**src/rtl/trig_capture.sv**
```systemverilog
// Triggered capture buffer: records a DEPTH-sample window around a trigger rising edge
// (PRE samples of history) and streams it out as a header plus byte pairs over valid/ready.
module trig_capture #(
    parameter int DEPTH = 256,
    parameter int PRE   = 32
) (
    input  logic        CLOCK_50,
    input  logic        reset,
    input  logic [13:0] ADC_IN,
    input  logic        trigger,
    input  logic        arm,
    output logic [7:0]  tx_data,
    output logic        tx_valid,
    input  logic        tx_ready,
    output logic        busy,
    output logic        done
);

    localparam int AW     = $clog2(DEPTH);
    localparam int NBYTES = 2 + 2 * DEPTH;
    localparam int NBW    = $clog2(NBYTES + 1);

    typedef enum logic [2:0] {
        S_IDLE,
        S_PRETRIG,
        S_ARMED,
        S_POST,
        S_READOUT
    } state_t;

    state_t          state_q, state_d;
    logic [13:0]     mem [DEPTH];
    logic [13:0]     rd_q;
    logic [AW-1:0]   wp, start, rd_addr, cnt;
    logic [NBW-1:0]  nb;
    logic [7:0]      lo_byte, byte_next;
    logic            trig_d, trig_edge, wr_en, load, is_hi, last_xfer;

    assign trig_edge = trigger & ~trig_d;
    assign busy      = (state_q != S_IDLE);
    assign load      = (state_q == S_READOUT) && (!tx_valid || tx_ready) && (nb != NBW'(NBYTES));
    assign last_xfer = (state_q == S_READOUT) && tx_valid && tx_ready && (nb == NBW'(NBYTES));

    // NOTE: every signal written in an always_comb gets a default first, so no path can infer a latch.
    always_comb begin
        state_d = state_q;
        wr_en   = 1'b0;
        case (state_q)
            S_IDLE: begin
                if (arm) state_d = S_PRETRIG;
            end
            S_PRETRIG: begin
                wr_en = 1'b1;
                if (cnt == AW'(PRE - 1)) state_d = S_ARMED;
            end
            S_ARMED: begin
                wr_en = 1'b1;
                if (trig_edge) state_d = S_POST;
            end
            S_POST: begin
                wr_en = 1'b1;
                if (cnt == AW'(DEPTH - PRE - 2)) state_d = S_READOUT;
            end
            S_READOUT: begin
                if (last_xfer) state_d = S_IDLE;
            end
            default: state_d = S_IDLE;
        endcase
    end

    // Even byte indices from 2 up carry the high half of the sample waiting in rd_q.
    always_comb begin
        is_hi     = 1'b0;
        byte_next = lo_byte;
        if (nb == NBW'(0)) begin
            byte_next = 8'hA5;
        end else if (nb == NBW'(1)) begin
            byte_next = 8'h5A;
        end else if (!nb[0]) begin
            is_hi     = 1'b1;
            byte_next = {2'b00, rd_q[13:8]};
        end
    end

    // NOTE: sequential state uses non-blocking assignments so every register samples pre-edge values.
    always_ff @(posedge CLOCK_50) begin
        if (reset) state_q <= S_IDLE;
        else       state_q <= state_d;
    end

    always_ff @(posedge CLOCK_50) begin
        if (reset) begin
            wp       <= '0;
            trig_d   <= 1'b0;
            cnt      <= '0;
            start    <= '0;
            rd_addr  <= '0;
            nb       <= '0;
            lo_byte  <= 8'h00;
            tx_data  <= 8'h00;
            tx_valid <= 1'b0;
            done     <= 1'b0;
        end else begin
            trig_d <= trigger;
            done   <= last_xfer;

            if (wr_en) wp <= wp + 1'b1;

            if (state_d != state_q) cnt <= '0;
            else if (wr_en)         cnt <= cnt + 1'b1;

            if (state_q == S_ARMED && trig_edge) start <= wp - AW'(PRE);

            // After the last post-trigger write wp has come round to start again.
            if (state_q == S_POST && state_d == S_READOUT) rd_addr <= start;
            else if (load && is_hi)                         rd_addr <= rd_addr + 1'b1;

            if (state_q != S_READOUT) nb <= '0;
            else if (load)            nb <= nb + 1'b1;

            if (load) begin
                tx_valid <= 1'b1;
                tx_data  <= byte_next;
                if (is_hi) lo_byte <= rd_q[7:0];
            end else if (tx_ready) begin
                tx_valid <= 1'b0;
            end
        end
    end

    // NOTE: the sample RAM has no reset; contents are only read after being written in the same capture.
    always_ff @(posedge CLOCK_50) begin
        if (wr_en) mem[wp] <= ADC_IN;
        rd_q <= mem[rd_addr];
    end

endmodule

```
**config.mk**
```make
export PLATFORM = sky130hd
export DESIGN_NAME = trig_capture
export DESIGN_NICKNAME = d
export VERILOG_FILES = /design/src/rtl/trig_capture.sv
export SDC_FILE = /design/constraint.sdc
export NUM_CORES = 2
export LEC_CHECK = 0
export CAP_MARGIN = 20
export CORE_MARGIN = 4
export CORE_UTILIZATION = 60
export DETAILED_ROUTE_END_ITERATION = 6
export PLACE_DENSITY = 0.76
export SYNTH_ARGS = -nofsm -noshare
export SYNTH_HDL_FRONTEND = slang
export SYNTH_SLANG_ARGS = --single-unit
export TNS_END_PERCENT = 20
```
**constraint.sdc**
```tcl
create_clock -name CLOCK_50 -period 3.8 [get_ports CLOCK_50]
set_input_delay 0.76 -clock CLOCK_50 [delete_from_list [all_inputs] [get_ports CLOCK_50]]
set_output_delay 0.76 -clock CLOCK_50 [all_outputs]
set_load 0.01 [all_outputs]
```
==> results.md <==
* Outcome: finished, violations left
* Failing checks: design-rule violations, negative setup slack
* Clk pwr share at 0.436
* Via count at 77180
* CTS tree: done
* Detailed placement HPWL at 248.8 mm
* Post-Route Utilization at 0.6860
* Maximum VDD drop at roughly 0.44 mV
* Die W at 493.7 um
* Hold slack at 0.1273 ns
* Internal Power at 64.71 mW
* Sw Share at 0.1958
* Area after DPL at 0.1495 mm2
* IO buf count at 29
* Wire per inst at 37.99 um
* Layout net count at about 7400
* Clock buffer depth at 4
* Clk root buf: clkbuf_16
* Minimum clock period at 3.951 ns
* GPL Wtd Cong at roughly 0.96
* Ys async rst share at 0
* DIE AREA at 0.2437 mm2
* Number of DRC markers in iteration 0 at 13791
* Logic pwr share at 0.013
* Reg-to-reg endpoint: rd_q[5]
* Syn Nets at around 6700
* Max-Cap Viols at 0
* Row count at 178
* Synth Instances at 6675
* Area taken by multi-input logic gates at roughly 0.030 mm2
* # fillers at 13639
* Htree depth at 5
* Initial antenna violation count at 30
* Number of global-route vias before repair at 75780
* Syn_area_per_cell at 21.20 um2
* Final setup margin at -0.1510 ns
* Seq/Total Area, Yosys at 0.7714
* Final slew viol count at 0
* Synth Warn # at 0
* Worst Setup Path Type: register to register
* Primary FF master, synth: edfxtp_1
* Clk slew on worst S/H paths at 0.06 ns
* Static Leak at ~50 nW
* Worst Hold Path EP: mem[85][0]
* Routed Wire Length at 410.7 mm
* I/O pins at 30
* Final period utilization at 1.040
* First-pass detailed-route iteration total at 7
* Core footprint at 0.2350 mm2
* Final std cell area, no fill at about 0.16 mm2
* CTS Buf Count at 369
* Net Switching at 15.76 mW
* Drt via density at 7.139
* Hold Path Origin: ADC_IN[0]
* # setup viols final at 4
* Seq pwr share at 0.551
* Initial core utilization at 0.6024
* Yosys reg bits at 3662
* Height of the die at 493.7 um
* RSZ-0062 raised after global routing: true
* Worst-margin pin slew at 1.339 ns
* Fin. Hold Viols at 0
* Storage element area at 0.1092 mm2
* Post-synth EDFFs at 3584
* Post-CTS setup buffer count at 0
* DRC at 2
* Clock net sink count at 3662
* Final Skew at 0.1009 ns
* Worst Path Max Fanout at 19
* Startpoint Class: register
* Layout cell share with drive strength beyond 1 at 0.2687
* HP Class: input port to register
* Post-route antenna net violation count at 0
* Max Fclk at 253.1 MHz
* Total grt overflow at 0
* Arrival @ worst endpoint at 4.79 ns
* Min-Delay Path Depth at 1
* Clk_lat worst skew at 1.01 ns
* Library cells used by synthesis at 80
* Rel. slew slack at 0.1074
* Syn-to-layout area delta at 13.89%
* Worst-case reg-to-reg path depth at 8
* Largest net degree at the start of global routing at 128
* First-pass GRT wire length at 577.7 mm
* All-layer global routing usage at 0.3391
* Crit. End Element: register
* R2R Path Start: rd_addr[0]
* Post-Syn Area at about 0.14 mm2
* CP Data Required Time at 4.64 ns
* P per Cell Area at 499.2 mW/mm2
* Reg2reg setup slack at -0.15 ns
==> cell type report <==
class	instances	share of cell area
flip-flops and latches	3662	0.6775
multi-input cells	2582	0.1853
repair buffers	720	0.04054
diodes	39	0.0006054
well taps	3150	0.02445
clock buffers	453	0.06051
clock inverters	185	0.01057
inverters	20	0.0004968
==> metrics by stage <==
stage / worst slack (ns) / instances / power [mW] / setup TNS, ns
floorplan: 1.080 / 6675 / 45.32 / 0
global placement: -0.3947 / 10126 / 46.16 / -1.116
detailed placement: -0.3060 / 10132 / 46.22 / -0.7282
CTS: 0.0009686 / 10771 / 80.57 / 0
global route: -0.06419 / 10774 / 82.45 / -0.1109
finish: -0.1510 / 10811 / 80.47 / -0.4024
==> critical path, stage by stage, from the launching register on <==
cell,delay [ns]
dfxtp_4,0.79
buf_12,0.29
buf_12,0.22
buf_4,0.26
mux4_2,0.55
nand3_1,0.11
o21ai_0,0.35
a211oi_1,1.00
o32ai_1,0.16
==> routing by layer <==
metal / routed length (um) / global-route usage / vias up
met4: 28410 / 0.1978 / 14
li1: - / - / 29404
met3: 63940 / 0.1209 / 1356
met5: 307 / 0.004892 / -
met2: 184300 / 0.4931 / 7070
met1: 133700 / 0.4482 / 39336
==> synth_stat cells (78+ instances only) <==
library cell	count	share of area
edfxtp_1	3584	0.76
mux4_2	781	0.12
nor2_1	341	0.0090
mux2i_1	325	0.023
clkbuf_1	159	0.0042
nand2_1	154	0.0041
a21oi_1	150	0.0053
a22oi_1	134	0.0071
buf_2	120	0.0042
a221oi_1	81	0.0050
dfxtp_1	78	0.011
==> power groups by stage <==
stage / logic (mW) / clock network (mW) / registers, mW
5_1_grt: 1.08 / 37.0 / 44.3
3_3_place_gp: 0.949 / 0 / 45.2
6_report: 1.05 / 35.1 / 44.4
4_1_cts: 1.01 / 35.2 / 44.4
3_5_place_dp: 1.01 / 0 / 45.2
2_1_floorplan: 0.104 / 0 / 45.2
==> logic make-up after synthesis <==
| family | synth area share |
|---|---|
| XOR/XNOR | 0.001609 |
| flip-flops | 0.7714 |
| AND/OR/NAND/NOR | 0.02205 |
| adder cells (fa/ha/maj) | 0.001149 |
| buffers and inverters | 0.01899 |
| AO/OA/AOI/OAI | 0.03659 |
| multiplexers | 0.1482 |
==> placed cells by master, fill, tap and decap left out, types with 132 or more instances in the layout <==
| cell | count |
|---|---|
| mux2i_1 | 325 |
| mux4_2 | 781 |
| edfxtp_1 | 3584 |
| a22oi_1 | 132 |
| clkbuf_16 | 373 |
| a21oi_1 | 148 |
| buf_4 | 607 |
| nand2_1 | 154 |
| nor2_1 | 338 |
==> sequential cells by signal, summed over array words and instances (netlist names) <==
signal / flops
mem: 3584
rd_q: 14
nb: 10
cnt: 8
lo_byte: 8
rd_addr: 8
start: 8
tx_data: 8
wp: 8
state_q: 3
done: 1
trig_d: 1
tx_valid: 1
==> repair_timing <==
item                                    in CTS  in global routing
hold buffers                                 1                  0
endpoints found under the setup margin       5                  8
endpoints found under the hold margin        4                  0
resized for setup                            8                  9
cloned                                       0                  0
==> worst max path at each step <==
| stage | startpoint | end | slack, ns | depth (start not counted) |
|---|---|---|---|---|
| 2_1_floorplan | state_q[0] | mem[190][0] | 1.08 | 7 |
| 3_3_place_gp | rd_addr[0] | rd_q[6] | -0.39 | 8 |
| 3_5_place_dp | rd_addr[1] | rd_q[10] | -0.31 | 10 |
| 4_1_cts | rd_addr[0] | rd_q[11] | 0.001 | 7 |
| 5_1_grt | rd_addr[0] | rd_q[5] | -0.06 | 8 |
| 6_report | rd_addr[0] | rd_q[5] | -0.15 | 8 |
(Power assumes the default switching activity.)
